==> src/rtl/eb1_dec_trig_ctl_if.sv <==
// Trigger controller bus: CSR access, match inputs, packet outputs and halt handshake.
interface eb1_dec_trig_ctl_if;

  // Per-trigger configuration handed to the decode and LSU compare logic
  typedef struct packed {
    logic        select;
    logic        match;
    logic        m;
    logic        execute;
    logic        load;
    logic        store;
    logic [31:0] tdata2;
  } eb1_trigger_pkt_t;

  logic                        csr_wr_en;
  logic [1:0]                  csr_wr_sel;
  logic [31:0]                 csr_wr_data;
  logic [1:0]                  csr_rd_sel;
  logic [31:0]                 csr_rd_data;
  logic                        dbg_mode;
  logic                        i0_valid_d;
  logic [3:0]                  i0_trigger_match_d;
  logic                        lsu_valid;
  logic [3:0]                  lsu_trigger_match;
  eb1_trigger_pkt_t [3:0]      trigger_pkt_any;
  logic [3:0]                  trig_hit;
  logic                        trig_brkpt_req;
  logic                        trig_halt_req;
  logic                        trig_halt_ack;

  modport master (
    output csr_wr_en, csr_wr_sel, csr_wr_data, csr_rd_sel, dbg_mode,
           i0_valid_d, i0_trigger_match_d, lsu_valid, lsu_trigger_match,
           trig_halt_ack,
    input  csr_rd_data, trigger_pkt_any, trig_hit, trig_brkpt_req, trig_halt_req
  );

  modport slave (
    input  csr_wr_en, csr_wr_sel, csr_wr_data, csr_rd_sel, dbg_mode,
           i0_valid_d, i0_trigger_match_d, lsu_valid, lsu_trigger_match,
           trig_halt_ack,
    output csr_rd_data, trigger_pkt_any, trig_hit, trig_brkpt_req, trig_halt_req
  );

endinterface

==> src/rtl/eb1_dec_trig_ctl.sv <==
// Decode-stage debug trigger controller: trigger CSR state, match combining,
// pair chaining, sticky hits and breakpoint / debug-halt sequencing.
module eb1_dec_trig_ctl #(
  parameter int unsigned NUM_TRIG = 4
) (
  input  logic                 clk,
  input  logic                 rst,
  eb1_dec_trig_ctl_if.slave    bus
);

  localparam int unsigned SEL_W   = 2;
  localparam int unsigned DATA_W  = 32;
  localparam int unsigned NUM_PAIR = NUM_TRIG / 2;

  typedef enum logic {
    S_IDLE = 1'b0,
    S_PEND = 1'b1
  } state_t;

  state_t                           r_state;
  state_t                           w_state_nxt;
  logic                             r_brk;
  logic                             w_brk_nxt;

  logic [SEL_W-1:0]                 r_mtsel;
  logic [NUM_TRIG-1:0]              r_dmode;
  logic [NUM_TRIG-1:0]              r_hit;
  logic [NUM_TRIG-1:0]              r_select;
  logic [NUM_TRIG-1:0]              r_action;
  logic [NUM_TRIG-1:0]              r_match;
  logic [NUM_TRIG-1:0]              r_m;
  logic [NUM_TRIG-1:0]              r_exe;
  logic [NUM_TRIG-1:0]              r_st;
  logic [NUM_TRIG-1:0]              r_ld;
  logic [NUM_PAIR-1:0]              r_chain;
  logic [NUM_TRIG-1:0][DATA_W-1:0]  r_tdata2;

  logic                             w_locked;
  logic                             w_wr_mtsel;
  logic                             w_wr_d1;
  logic                             w_wr_d2;
  logic [NUM_TRIG-1:0]              w_raw;
  logic [NUM_TRIG-1:0]              w_fire;
  logic                             w_any_halt;
  logic                             w_any_brk;
  logic                             w_chain_rd;

  // A trigger owned by debug mode cannot be modified from normal mode
  assign w_locked   = r_dmode[r_mtsel] & ~bus.dbg_mode;
  assign w_wr_mtsel = bus.csr_wr_en & (bus.csr_wr_sel == 2'd0);
  assign w_wr_d1    = bus.csr_wr_en & (bus.csr_wr_sel == 2'd1) & ~w_locked;
  assign w_wr_d2    = bus.csr_wr_en & (bus.csr_wr_sel == 2'd2) & ~w_locked;

  // Trigger CSR state; a same-cycle mtdata1 write overrides a fire on hit
  always_ff @(posedge clk or posedge rst) begin
    if (rst) begin
      r_mtsel  <= '0;
      r_dmode  <= '0;
      r_hit    <= '0;
      r_select <= '0;
      r_action <= '0;
      r_match  <= '0;
      r_m      <= '0;
      r_exe    <= '0;
      r_st     <= '0;
      r_ld     <= '0;
      r_chain  <= '0;
      r_tdata2 <= '0;
    end else begin
      if (w_wr_mtsel) begin
        r_mtsel <= bus.csr_wr_data[1:0];
      end
      for (int i = 0; i < NUM_TRIG; i++) begin
        if (w_wr_d1 && (r_mtsel == SEL_W'(i))) begin
          if (bus.dbg_mode) begin
            r_dmode[i] <= bus.csr_wr_data[27];
          end
          r_hit[i]    <= bus.csr_wr_data[20];
          r_select[i] <= bus.csr_wr_data[19];
          r_action[i] <= bus.csr_wr_data[12];
          r_match[i]  <= bus.csr_wr_data[7];
          r_m[i]      <= bus.csr_wr_data[6];
          r_exe[i]    <= bus.csr_wr_data[2];
          r_st[i]     <= bus.csr_wr_data[1];
          r_ld[i]     <= bus.csr_wr_data[0];
        end else if (w_fire[i]) begin
          r_hit[i] <= 1'b1;
        end
        if (w_wr_d2 && (r_mtsel == SEL_W'(i))) begin
          r_tdata2[i] <= bus.csr_wr_data;
        end
      end
      for (int p = 0; p < NUM_PAIR; p++) begin
        if (w_wr_d1 && (r_mtsel == SEL_W'(2 * p))) begin
          r_chain[p] <= bus.csr_wr_data[11];
        end
      end
    end
  end

  // Raw matches are masked in debug mode; a chained pair fires only together
  always_comb begin
    w_raw  = ((({NUM_TRIG{bus.i0_valid_d}}) & bus.i0_trigger_match_d) |
              (({NUM_TRIG{bus.lsu_valid}})  & bus.lsu_trigger_match)) &
             {NUM_TRIG{~bus.dbg_mode}};
    w_fire = w_raw;
    for (int p = 0; p < NUM_PAIR; p++) begin
      if (r_chain[p]) begin
        w_fire[2*p]   = w_raw[2*p] & w_raw[2*p+1];
        w_fire[2*p+1] = w_raw[2*p] & w_raw[2*p+1];
      end
    end
  end

  assign w_any_halt = |(w_fire & r_action);
  assign w_any_brk  = |(w_fire & ~r_action);

  // Halt FSM state register and breakpoint pulse register
  always_ff @(posedge clk or posedge rst) begin
    if (rst) begin
      r_state <= S_IDLE;
      r_brk   <= 1'b0;
    end else begin
      r_state <= w_state_nxt;
      r_brk   <= w_brk_nxt;
    end
  end

  // Halt outranks breakpoint; nothing new is raised while a halt is pending
  always_comb begin
    w_state_nxt = r_state;
    w_brk_nxt   = 1'b0;
    case (r_state)
      S_IDLE: begin
        if (w_any_halt) begin
          w_state_nxt = S_PEND;
        end else begin
          w_brk_nxt = w_any_brk;
        end
      end
      S_PEND: begin
        if (bus.trig_halt_ack) begin
          w_state_nxt = S_IDLE;
        end
      end
      default: w_state_nxt = S_IDLE;
    endcase
  end

  assign bus.trig_halt_req  = (r_state == S_PEND);
  assign bus.trig_brkpt_req = r_brk;
  assign bus.trig_hit       = r_hit;

  // Chain exists only on the even trigger of each pair
  assign w_chain_rd = r_mtsel[0] ? 1'b0 : r_chain[r_mtsel[1]];

  // CSR read mux on the trigger selected by mtsel
  always_comb begin
    bus.csr_rd_data = '0;
    case (bus.csr_rd_sel)
      2'd0: bus.csr_rd_data = {(DATA_W - SEL_W)'(0), r_mtsel};
      2'd1: bus.csr_rd_data = {4'h2, r_dmode[r_mtsel], 6'b0,
                               r_hit[r_mtsel], r_select[r_mtsel], 6'b0,
                               r_action[r_mtsel], w_chain_rd, 3'b0,
                               r_match[r_mtsel], r_m[r_mtsel], 3'b0,
                               r_exe[r_mtsel], r_st[r_mtsel], r_ld[r_mtsel]};
      2'd2: bus.csr_rd_data = r_tdata2[r_mtsel];
      default: bus.csr_rd_data = '0;
    endcase
  end

  // Packet to the compare logic; access-type enables are off in debug mode
  always_comb begin
    bus.trigger_pkt_any = '0;
    for (int i = 0; i < NUM_TRIG; i++) begin
      bus.trigger_pkt_any[i].select  = r_select[i];
      bus.trigger_pkt_any[i].match   = r_match[i];
      bus.trigger_pkt_any[i].m       = r_m[i];
      bus.trigger_pkt_any[i].execute = r_exe[i] & ~bus.dbg_mode;
      bus.trigger_pkt_any[i].load    = r_ld[i]  & ~bus.dbg_mode;
      bus.trigger_pkt_any[i].store   = r_st[i]  & ~bus.dbg_mode;
      bus.trigger_pkt_any[i].tdata2  = r_tdata2[i];
    end
  end

endmodule

==> src/flat_wrapper.sv <==
// flat-port wrapper written by rule: the top's interface ports become plain ports
module eb1_dec_trig_ctl_flat 
#(
  parameter int unsigned NUM_TRIG = 4
)
  (clk, rst, bus_csr_wr_en, bus_csr_wr_sel, bus_csr_wr_data, bus_csr_rd_sel, bus_dbg_mode, bus_i0_valid_d, bus_i0_trigger_match_d, bus_lsu_valid, bus_lsu_trigger_match, bus_trig_halt_ack, bus_csr_rd_data, bus_trigger_pkt_any, bus_trig_hit, bus_trig_brkpt_req, bus_trig_halt_req);
  eb1_dec_trig_ctl_if bus_i ();
  input  logic clk;
  input  logic rst;
  input wire logic [$bits(bus_i.csr_wr_en)-1:0] bus_csr_wr_en;
  input wire logic [$bits(bus_i.csr_wr_sel)-1:0] bus_csr_wr_sel;
  input wire logic [$bits(bus_i.csr_wr_data)-1:0] bus_csr_wr_data;
  input wire logic [$bits(bus_i.csr_rd_sel)-1:0] bus_csr_rd_sel;
  input wire logic [$bits(bus_i.dbg_mode)-1:0] bus_dbg_mode;
  input wire logic [$bits(bus_i.i0_valid_d)-1:0] bus_i0_valid_d;
  input wire logic [$bits(bus_i.i0_trigger_match_d)-1:0] bus_i0_trigger_match_d;
  input wire logic [$bits(bus_i.lsu_valid)-1:0] bus_lsu_valid;
  input wire logic [$bits(bus_i.lsu_trigger_match)-1:0] bus_lsu_trigger_match;
  input wire logic [$bits(bus_i.trig_halt_ack)-1:0] bus_trig_halt_ack;
  output wire logic [$bits(bus_i.csr_rd_data)-1:0] bus_csr_rd_data;
  output wire logic [$bits(bus_i.trigger_pkt_any)-1:0] bus_trigger_pkt_any;
  output wire logic [$bits(bus_i.trig_hit)-1:0] bus_trig_hit;
  output wire logic [$bits(bus_i.trig_brkpt_req)-1:0] bus_trig_brkpt_req;
  output wire logic [$bits(bus_i.trig_halt_req)-1:0] bus_trig_halt_req;
  assign bus_i.csr_wr_en = bus_csr_wr_en;
  assign bus_i.csr_wr_sel = bus_csr_wr_sel;
  assign bus_i.csr_wr_data = bus_csr_wr_data;
  assign bus_i.csr_rd_sel = bus_csr_rd_sel;
  assign bus_i.dbg_mode = bus_dbg_mode;
  assign bus_i.i0_valid_d = bus_i0_valid_d;
  assign bus_i.i0_trigger_match_d = bus_i0_trigger_match_d;
  assign bus_i.lsu_valid = bus_lsu_valid;
  assign bus_i.lsu_trigger_match = bus_lsu_trigger_match;
  assign bus_i.trig_halt_ack = bus_trig_halt_ack;
  assign bus_csr_rd_data = bus_i.csr_rd_data;
  assign bus_trigger_pkt_any = bus_i.trigger_pkt_any;
  assign bus_trig_hit = bus_i.trig_hit;
  assign bus_trig_brkpt_req = bus_i.trig_brkpt_req;
  assign bus_trig_halt_req = bus_i.trig_halt_req;
  eb1_dec_trig_ctl #(.NUM_TRIG(NUM_TRIG)) u_core (.clk(clk), .rst(rst), .bus(bus_i));
endmodule
==> config.mk <==
export PLATFORM = sky130hd
export DESIGN_NAME = eb1_dec_trig_ctl_flat
export DESIGN_NICKNAME = d
export VERILOG_FILES = /design/src/rtl/eb1_dec_trig_ctl_if.sv /design/src/rtl/eb1_dec_trig_ctl.sv /design/src/flat_wrapper.sv
export SDC_FILE = /design/constraint.sdc
export NUM_CORES = 1
export LEC_CHECK = 0
export BUFFER_PORTS_ARGS = -buffer_cell sky130_fd_sc_hd__buf_4
export CAP_MARGIN = 20
export CORE_MARGIN = 5
export CORE_UTILIZATION = 50
export CTS_BUF_LIST = sky130_fd_sc_hd__clkbuf_4
export DETAILED_ROUTE_END_ITERATION = 16
export PLACE_DENSITY = 0.78
export SYNTH_ARGS = -nofsm -noshare
export SYNTH_HDL_FRONTEND = slang
export SYNTH_SLANG_ARGS = --single-unit
==> constraint.sdc <==
create_clock -name clk -period 7.3 [get_ports clk]
set_clock_uncertainty 0.15 [all_clocks]
set_input_delay 1.825 -clock clk [delete_from_list [all_inputs] [get_ports clk]]
set_output_delay 1.825 -clock clk [all_outputs]
set_load 0.1 [all_outputs]
# Word-level counts from Yosys, hierarchy flattened
# Index checks and enable logic that the tools add are counted.
# word_totals
register_bits	170
output_inout_bits	190
inputBits	51
elab_cells	144
# classes
n_eq_ne	7
bitwise	30
order_cmp	2
n_reduce_logical	21
n_mux	39
# op_table
cell	n
32-bit case mux with 3 select lines	1
32-bit binary-select mux with 2-bit select	1
32-bit 2-to-1 mux	1
1-bit 2-to-1 mux	24
1-bit bitwise AND	20
4-bit bitwise AND	5
1-bit binary-select mux with 2-bit select	9
2-bit equality test, second input constant	4
1-bit logical AND	8
2-bit AND reduction	4
2-bit nonzero test	4
4-bit OR reduction	2
2-bit by 1-bit equality test with 1-bit output, second input constant	3
2-bit zero test	3
2-bit 2-to-1 mux	2
4-bit inverter	1
4-bit bitwise OR	1
2-bit by 3-bit less-than comparator with 1-bit output, second input constant	1
1-bit inverter	3
1-bit by 2-bit less-than comparator with 1-bit output, second input constant	1
1-bit case mux with 2 select lines	1

# Longest topological paths before layout
# Gate-level depths: netlist of run 1.
# logic_depth
depth_word	9
ltp_mapped	7
mapped_depth_nobuf	4

# Worst setup path after synthesis of run 1
# No wires, ideal clock.
# synth_timing
path_type	in2out
start	input port bus_csr_rd_sel[0]
end	output port bus_csr_rd_data[0]
n_path_buf	0
t_required_ps	5325
setup_slack_ps	1290
cell_stages	2
arrival_ps	4035
path_cell_list	mux2i_1 o21ai_0
# synth_via
elab_chain_cells	2
elab_cells_between_ends	4
classes_between	eq/ne: 2; mux: 1; reduce/logical: 1
# synth_lines
item	line	source
from (decl)	flat_wrapper.sv:13	input wire logic [$bits(bus_i.csr_rd_sel)-1:0] bus_csr_rd_sel;
2-bit equality test (tied with other cells)	eb1_dec_trig_ctl.sv:160	case (bus.csr_rd_sel)
32-bit case mux with 3 select lines (*)	eb1_dec_trig_ctl.sv:160	
to (decl)	flat_wrapper.sv:20	output wire logic [$bits(bus_i.csr_rd_data)-1:0] bus_csr_rd_data;
# Mark *: on every way between the ends. The rest lies on a longest branch, timed or not.

# Worst setup path in the final report of run 1
# layout_timing
start	input port bus_csr_rd_sel[0]
end	output port bus_csr_rd_data[11]
# The elaborated chain is that of the path after synthesis.

==> results of run 1 <==
routing by layer:
layer / global-route usage / wire [microns]
met5: 0 / 0
met4: 0.07895 / 484
met3: 0.06662 / 1585
met2: 0.3838 / 10400
met1: 0.3037 / 8693
cell usage after synthesis, drive strengths merged:
cell type and count:
inv 4, nand2b 3, or2 1, a311oi 1, o32ai 1, o22a 1, mux4 40, mux2i 5
buf 22, o311a 1, and2 22, a22o 8, dfrtp 170, a21oi 4, a21o 2, nor4 2
nor2 8, nor2b 14, a211o 1, nand2 3, o21ai 4, nand3b 2, mux2 164, clkbuf 8
a22oi 5, nor3b 1, a211oi 6, nor3 9, a221oi 1
path summary, 6_finish.rpt:
path | start | endpoint | slack [ps] | cells after the start
worst min register to register | u_core.bus.trig_halt_req | u_core.bus.trig_halt_req | 370 | 1
worst min-delay path | u_core.bus.trig_halt_req | u_core.bus.trig_halt_req | 370 | 1
worst max register to register | u_core.r_mtsel[0] | u_core.bus.trigger_pkt_any[100] | 3480 | 5
worst max-delay path | bus_csr_rd_sel[0] | bus_csr_rd_data[11] | 2000 | 4
min in group asynchronous | rst | u_core.bus.trigger_pkt_any[64] | 1090 | 2
max in group asynchronous | rst | u_core.r_dmode[1] | 4420 | 4
worst register-to-register path, delay by kind of cell (launching register included):
kind          cells  cell delay (ps)
flops             1              980
simple gates      2             1080
buf+inv           1              430
mux               2             1090
layout by cell type (no fill, tap or decap), types with 3 or more instances in the layout:
| master | Yosys | routed |
|---|---|---|
| a211oi_1 | 5 | 4 |
| a21oi_1 | 4 | 4 |
| a22o_1 | 8 | 8 |
| a22oi_1 | 5 | 5 |
| and2_1 | 22 | 22 |
| buf_4 | 3 | 247 |
| clkbuf_4 | 0 | 18 |
| clkinv_2 | 0 | 4 |
| clkinvlp_4 | 0 | 3 |
| dfrtp_1 | 170 | 168 |
| inv_1 | 4 | 3 |
| mux2_1 | 7 | 7 |
| mux2_2 | 157 | 157 |
| mux2i_1 | 5 | 5 |
| mux4_2 | 40 | 40 |
| nand2_1 | 3 | 3 |
| nand2b_1 | 3 | 3 |
| nor2_1 | 8 | 8 |
| nor2b_1 | 14 | 13 |
| nor3_1 | 5 | 5 |
| nor3_4 | 2 | 3 |
| o21ai_0 | 4 | 4 |
cells by family (layout without fill, tap and decap cells):
group,after synthesis,after routing,synth area share
AND/OR/NAND/NOR,65,65,0.05471
flip-flops,170,170,0.5360
multiplexers,209,209,0.3525
AO/OA/AOI/OAI,35,35,0.03358
buffers and inverters,34,283,0.02317
stage by stage:
step | util | setup slack (ps) | std cells | hold slack [ps]
2_1_floorplan | - | 721.6 | 513 | 325.1
3_3_place_gp | 0.6311 | 2049 | 946 | 335.8
3_5_place_dp | 0.6311 | 2013 | 946 | 345.0
4_1_cts | 0.6478 | 2007 | 977 | 366.9
5_1_grt | 0.6495 | 1947 | 978 | 387.1
6_report | 0.6495 | 2004 | 978 | 369.3
layout make-up:
cell class                 instances  area, sq um  share of cell area
timing repair buffer             248         1882              0.1844
tap                              216        270.3             0.02648
sequential                       170         4259              0.4173
clock buffer                      18        135.1             0.01324
multi-input combinational        309         3512              0.3441
inverter                           4        20.02            0.001962
clock inverter                    13        127.6             0.01250
state kept, by name, summed over array words and instances, names as in the netlist:
| signal | flops |
|---|---|
| u_core.r_exe | 4 |
| u_core.r_action | 4 |
| u_core.r_select | 4 |
| u_core.r_match | 4 |
| u_core.r_ld | 4 |
| u_core.r_m | 4 |
| u_core.r_st | 4 |
| u_core.bus.trig_hit | 4 |
| u_core.bus.trig_brkpt_req | 1 |
| u_core.r_dmode | 4 |
| u_core.r_mtsel | 2 |
| u_core.r_chain | 2 |
| u_core.bus.trig_halt_req | 1 |
| u_core.bus.trigger_pkt_any | 128 |
==> impl_metrics.py, run 1 <==
metrics = {
    "timing": {
        "drv_slew": 0,
        "final.min_clock_period_ps": 5296,
        "hold_violations": 0,
        "slew_headroom": 0.3189,
        "setup_tns_ps": 0,
        "fmax_mhz": 188.8,
        "tightestPinTransition_ps": 1020,
        "rsz0062_at_grt": "no",
        "setup_viol": 0,
        "finalCritPeriodShare": 0.7255,
    },
    "worst_setup_path": {
        "cp_common_cell": "buf_4",
        "cp_cell_sequence": "buf_4 > nor2b_1 > a22o_1 > buf_4",
        "path_delay_family": "simple AND/OR/NAND/NOR gates",
        "worstPathMaxFanout": 9,
        "crit_buf_inv": 2,
        "start_kind": "primary input",
        "cp.arrival_ps": 3320,
        "critical_path.max_stage_delay_ps": 810,
        "worst_setup_path_end_kind": "output port",
        "critPathSlowestCell": "nor2b_1",
        "worstSetupPathType": "in -> out",
        "worstPathRequired_ps": 5330,
    },
    "floorplanning": {
        "dieArea_sq_mm": 0.01849,
        "die_w_microns": 136.0,
        "initial_utilization": 0.5051,
        "pin_count": 241,
        "core-area_sq_mm": 0.01571,
        "die_y_microns": 136.0,
        "rows": 46,
    },
    "flow_run": {
        "maxCapViolations": 0,
    },
    "clock_network": {
        "clock-sinks": 170,
        "htree_levels": 4,
        "cts_tree": "built",
        "cts_max_path_buffers": 2,
        "ctsResizeCount": 0,
        "cts_root_buf": "clkbuf_4",
        "ctsHoldBuffers": 0,
        "clk_pin_slew_ps": 140,
        "postCtsSetupBuffers": 0,
        "cts_inserted_buffers": 17,
        "clk-insertion-delay-late_ps": 540,
    },
    "yosys": {
        "netlist_instances": 513,
        "yosysTopAreaCell": "dfrtp_1",
        "yosysSeqAreaShare": 0.5360,
        "synth_cell_types": 36,
        "avgSynthCellArea_sq_um": 15.47,
        "ys_warn_count": 0,
        "syn_nets": 564,
        "synth-seq-cells": 170,
        "synth_area_sq_mm": 0.007936,
        "yosys-top-cells-area": "dfrtp_1 (54%), mux2_2 (22%), mux4_2 (11%), and2_1 (1.7%), nor2b_1 (1.1%)",
        "synth_top_area_frac": 0.5360,
    },
    "global_routing": {
        "grt_pass1_vias": 5966,
        "grt_pass1_wl_mm": 33.29,
        "antenna_found_initial": 0,
        "grt_usage": 0.2346,
        "grt-ovfl-total": 0,
        "grt_max_degree": 114,
    },
    "place": {
        "dp_hpwl_mm": 15.00,
        "gp_congestion": 0.8149,
        "place_area_sq_mm": 0.009916,
        "io_buffers": 240,
    },
    "detailed_routing": {
        "first_iter_violations": 210,
        "drc": 0,
        "drtAntennaViolNets": 0,
        "routed-via-count": 5475,
        "drtPass1Iterations": 4,
        "wl_per_cell_microns": 21.64,
        "routed_via_density": 5.598,
        "wirelength_mm": 21.16,
    },
    "cells_and_area": {
        "stdcell_area_sq_mm": 0.01021,
        "nFillCells": 1222,
        "diodes": 0,
        "drive_gt1_frac": 0.6391,
        "nets": 801,
        "synthToLayoutAreaGrowth_pct": 28.60,
    },
    "status": {
        "outcome": "finished clean",
    },
    "min_path": {
        "hold_path_class": "reg -> reg",
    },
}
Power of run 1 is not shown: default switching activity piles up to over one toggle a cycle in this logic, so the estimate is an artifact.
==> inputs of run 2 (changes only) <==
clock period = 5.1 ns   (was 7.3 ns; I/O delays follow)
==> run 2 against run 1 <==
- cell count increased by 0.20%
- count of clock-buffer cells in the layout is 1 lower
- first-iteration DRC count is 57% higher
- flip-flop and latch count unchanged
- via count down 0.26%
- core utilization about the same
- register-to-register slack got worse by 2100 ps
- die area unchanged
- non-clock buffer count increased by 1
- routed wire length is 0.74% higher
- setup slack worse by 1400 ps
- global-route usage shrank 0.096 points
- critical endpoint is now bus_csr_rd_data[16]
==> impl_metrics.py, run 2 (synthesis gave the netlist of run 1 again) <==
metrics = {
    "status": {
        "outcome": "finished clean",
    },
    "global_routing": {
        "grt_max_degree": 171,
        "antenna_found_initial": 0,
        "grt_pass1_wl_mm": 33.11,
        "grt_pass1_vias": 5790,
        "grt_usage": 0.2336,
        "grt-ovfl-total": 0,
    },
    "floorplanning": {
        "core-area_sq_mm": 0.01571,
        "pin_count": 241,
        "die_w_microns": 136.0,
        "dieArea_sq_mm": 0.01849,
        "die_y_microns": 136.0,
        "initial_utilization": 0.5051,
        "rows": 46,
    },
    "clock_network": {
        "clock-sinks": 170,
        "htree_levels": 4,
        "cts_inserted_buffers": 17,
        "postCtsSetupBuffers": 0,
        "cts_root_buf": "clkbuf_4",
        "clk-insertion-delay-late_ps": 560,
        "ctsHoldBuffers": 0,
        "clk_pin_slew_ps": 140,
        "cts_max_path_buffers": 2,
        "cts_tree": "built",
        "ctsResizeCount": 0,
    },
    "timing": {
        "drv_slew": 0,
        "tightestPinTransition_ps": 1119,
        "finalCritPeriodShare": 0.8777,
        "fmax_mhz": 223.4,
        "slew_headroom": 0.2537,
        "setup_viol": 0,
        "hold_violations": 0,
        "rsz0062_at_grt": "no",
        "setup_tns_ps": 0,
        "final.min_clock_period_ps": 4476,
    },
    "place": {
        "gp_congestion": 0.8367,
        "io_buffers": 240,
        "dp_hpwl_mm": 14.59,
    },
    "worst_setup_path": {
        "worst_setup_path_end_kind": "output port",
        "cp_common_cell": "buf_4",
        "critical_path.max_stage_delay_ps": 1140,
        "crit_end": "bus_csr_rd_data[16]",
        "critPathSlowestCell": "dfrtp_2",
        "crit_start": "u_core.r_mtsel[0]",
        "crit_buf_inv": 2,
        "cp.depth": 4,
        "path_delay_family": "flip-flops",
        "start_kind": "flip-flop",
        "rrSetupSlack_ps": 1380,
        "worst-r2r-cell-count": 5,
        "reg2reg_from": "u_core.r_mtsel[0]",
        "cp.arrival_ps": 3050,
        "worstSetupPathType": "reg -> out",
        "r2r_end": "u_core.bus.trigger_pkt_any[77]",
        "worstPathRequired_ps": 3670,
        "cp_cell_sequence": "buf_4 > mux4_2 > and2_1 > buf_4",
        "worstPathMaxFanout": 39,
    },
    "min_path": {
        "hold_path_class": "reg -> reg",
    },
    "cells_and_area": {
        "diodes": 0,
        "final_cell_mix": "buf_4 (248), dfrtp_1 (168), mux2_2 (157)",
        "synthToLayoutAreaGrowth_pct": 28.68,
        "largest_reg_flops": 128,
        "layout_commonest_cell": "buf_4",
        "nets": 802,
        "drive_gt1_frac": 0.6414,
    },
    "detailed_routing": {
        "routed-via-count": 5461,
        "routed_via_density": 5.572,
        "wl_per_cell_microns": 21.76,
        "drtAntennaViolNets": 0,
        "first_iter_violations": 330,
        "drc": 0,
        "wirelength_mm": 21.32,
        "drtPass1Iterations": 4,
    },
    "flow_run": {
        "maxCapViolations": 0,
    },
}
## run 2: cell count changes in the layout (fill, tap and decap cells not counted), sizes merged
cell	change
clkbuf	-1
buf	+1
bufinv	-1
clkinvlp	+3
clkinv	-3
inv	+3
## run 2: through the flow
stage / cells / hold WS (ps) / utilization / cell area, sq um / worst slack, ps
4_1_cts: 980 / 382.9 / 0.6499 / 10210 / 554.2
3_3_place_gp: 948 / 333.8 / 0.6327 / 9942 / 1237
2_1_floorplan: 513 / 325.1 / - / 7940 / 48.71
3_5_place_dp: 948 / 352.7 / 0.6327 / 9942 / 1216
6_report: 980 / 376.9 / 0.6499 / 10210 / 624.0
5_1_grt: 980 / 392.3 / 0.6499 / 10210 / 456.2
## run 2: worst min-delay path by stage
stage	cells after the start	endpoint	start	slack (ps)
floorplan	1	u_core.r_dmode[2]	u_core.r_dmode[2]	330
global placement	1	u_core.r_dmode[3]	u_core.r_dmode[3]	330
detailed placement	1	u_core.r_dmode[0]	u_core.r_dmode[0]	350
CTS	1	u_core.bus.trig_halt_req	u_core.bus.trig_halt_req	380
global route	1	u_core.bus.trig_halt_req	u_core.bus.trig_halt_req	390
finish	1	u_core.r_dmode[1]	u_core.r_dmode[1]	380
## run 2: area by class of cell
type	count	area, sq um
Clock buffer	17	127.6
Clock inverter	15	142.6
Fill cell	1164	5500
Inverter	4	18.77
Multi-Input combinational cell	309	3512
Sequential cell	170	4259
Tap cell	216	270.3
Timing Repair Buffer	249	1882
## run 2: layer usage
layer,routed length (microns),track usage,up-vias
li1,-,-,2397
met2,10730,0.3874,175
met3,1553,0.06958,22
met4,283,0.06551,0
met1,8748,0.3011,2867
met5,0,0,-
Power of run 2 is left out for the same reason.
==> inputs of run 3 (changes only) <==
--- a/config.mk
+++ b/config.mk
@@ -14,2 +14,3 @@
 export PLACE_DENSITY = 0.78
+export SETUP_SLACK_MARGIN = 0.1
 export SYNTH_ARGS = -nofsm -noshare
==> constraint.sdc (replaced) <==
create_clock -name clk -period 5.1 [get_ports clk]
set_clock_uncertainty 0.15 [all_clocks]
set_input_delay 0.255 -clock clk [delete_from_list [all_inputs] [get_ports clk]]
set_output_delay 0.255 -clock clk [all_outputs]
set_load 0.1 [all_outputs]
==> run 3 against run 2 <==
- routed wire length increased by 0.83%
- cell count increased by 3.6%
- via count increased by 2.8%
- core utilization increased by 2.4 points
- largest cell class unchanged
==> impl_metrics.py, run 3 (synthesis gave the netlist of run 1 again) <==
metrics = {
    "status": {
        "outcome": "finished clean",
    },
    "cells_and_area": {
        "nFillCells": 1133,
        "nets": 837,
        "drive_gt1_frac": 0.6095,
        "layout_commonest_cell": "buf_4",
        "synthToLayoutAreaGrowth_pct": 33.34,
        "largest_reg_flops": 128,
        "final_cell_mix": "buf_4 (246), dfrtp_1 (168), mux2_2 (157)",
        "diodes": 0,
    },
    "detailed_routing": {
        "drtPass1Iterations": 6,
        "drtAntennaViolNets": 0,
        "drc": 0,
        "routed-via-count": 5616,
        "first_iter_violations": 396,
        "wirelength_mm": 21.50,
        "wl_per_cell_microns": 21.18,
        "routed_via_density": 5.533,
    },
    "worst_setup_path": {
        "critPathSlowestCell": "dfrtp_4",
        "crit_end": "u_core.bus.trigger_pkt_any[29]",
        "cp.arrival_ps": 3620,
        "cp_cell_sequence": "mux4_2 > and2_1 > nor4_4 > buf_4 > mux2_2",
        "rrSetupSlack_ps": 1770,
        "critical_path.max_stage_delay_ps": 1080,
        "worst_setup_path_end_kind": "flip-flop",
        "r2r_end": "u_core.bus.trigger_pkt_any[29]",
        "crit_start": "u_core.r_mtsel[1]",
        "cp.depth": 5,
        "start_kind": "flip-flop",
        "worstSetupPathType": "reg -> reg",
        "path_delay_family": "flip-flops",
        "worst-r2r-cell-count": 5,
        "crit_buf_inv": 1,
        "reg2reg_from": "u_core.r_mtsel[1]",
        "worstPathRequired_ps": 5390,
        "worstPathMaxFanout": 50,
    },
    "clock_network": {
        "cts_root_buf": "clkbuf_4",
        "postCtsSetupBuffers": 0,
        "clock-sinks": 170,
        "ctsResizeCount": 0,
        "clk-insertion-delay-late_ps": 540,
        "clk_pin_slew_ps": 130,
        "ctsHoldBuffers": 37,
        "htree_levels": 4,
        "cts_tree": "built",
        "cts_max_path_buffers": 2,
        "cts_inserted_buffers": 17,
    },
    "global_routing": {
        "grt_util_met1": 0.2978,
        "top_usage_layer": "met2",
        "grt_pass1_wl_mm": 33.98,
        "grtUsageMet3": 0.07550,
        "grt_pass1_vias": 6121,
        "grt_max_degree": 171,
        "grt_usage": 0.2376,
        "grt-ovfl-total": 0,
        "grtUsageMet2": 0.3910,
        "antenna_found_initial": 0,
    },
    "timing": {
        "hold_violations": 0,
        "drv_slew": 0,
        "finalCritPeriodShare": 0.6532,
        "slew_headroom": 0.2794,
        "tightestPinTransition_ps": 1079,
        "setup_tns_ps": 0,
        "final.min_clock_period_ps": 3331,
        "setup_viol": 0,
        "fmax_mhz": 300.2,
        "rsz0062_at_grt": "no",
    },
    "floorplanning": {
        "die_y_microns": 136.0,
        "core-area_sq_mm": 0.01571,
        "die_w_microns": 136.0,
        "pin_count": 241,
        "initial_utilization": 0.5051,
        "dieArea_sq_mm": 0.01849,
        "rows": 46,
    },
    "min_path": {
        "hold_depth": 4,
        "hold_path_class": "in -> reg",
    },
    "place": {
        "io_buffers": 240,
        "gp_congestion": 0.8847,
        "dp_hpwl_mm": 14.54,
    },
    "flow_run": {
        "maxCapViolations": 0,
    },
}
==> run 3: worst min-delay path by stage <==
stage                              from                   endpoint  slack, ps
6_report       bus_lsu_trigger_match[1]  u_core.bus.trig_brkpt_req        100
5_1_grt        bus_lsu_trigger_match[0]  u_core.bus.trig_brkpt_req         80
4_1_cts        bus_lsu_trigger_match[0]  u_core.bus.trig_brkpt_req         40
3_5_place_dp          bus_trig_halt_ack   u_core.bus.trig_halt_req        300
3_3_place_gp          bus_trig_halt_ack   u_core.bus.trig_halt_req        300
2_1_floorplan         bus_trig_halt_ack   u_core.bus.trig_halt_req        210
==> run 3: stage by stage <==
| stage | cell area [sq um] | instances | setup slack (ps) | util | hold WS (ps) |
|---|---|---|---|---|---|
| finish | 10580 | 1015 | 1769 | 0.6735 | 98.18 |
| global route | 10580 | 1015 | 1605 | 0.6735 | 80.37 |
| CTS | 10580 | 1015 | 1748 | 0.6735 | 37.56 |
| detailed placement | 9927 | 946 | 1770 | 0.6318 | 301.4 |
| global placement | 9927 | 946 | 1841 | 0.6318 | 303.3 |
| floorplan | 7940 | 513 | 1069 | - | 212.8 |
==> run 3: worst register-to-register path, stage by stage, from the launching register on <==
cell and delay, ps:
dfrtp_4 1080, mux4_2 490, and2_1 360, nor4_4 260
buf_4 460, mux2_2 430
==> run 3: layer usage <==
metal | up-vias | part of all wire | wire length (microns)
met5 | - | 0 | 0
met4 | 0 | 0.028 | 605
met3 | 40 | 0.086 | 1849
met2 | 239 | 0.49 | 10480
met1 | 2870 | 0.40 | 8567
li1 | 2467 | - | -
==> run 3: final cells by class <==
class                      count  area [sq um]  area share
sequential                   170          4259      0.4025
multi-input combinational    309          3512      0.3319
timing repair buffer         284          2237      0.2114
tap                          216         270.3     0.02554
clock buffer                  21         157.7     0.01490
clock inverter                11         127.6     0.01206
inverter                       4         18.77    0.001773
Power of run 3 is left out for the same reason.
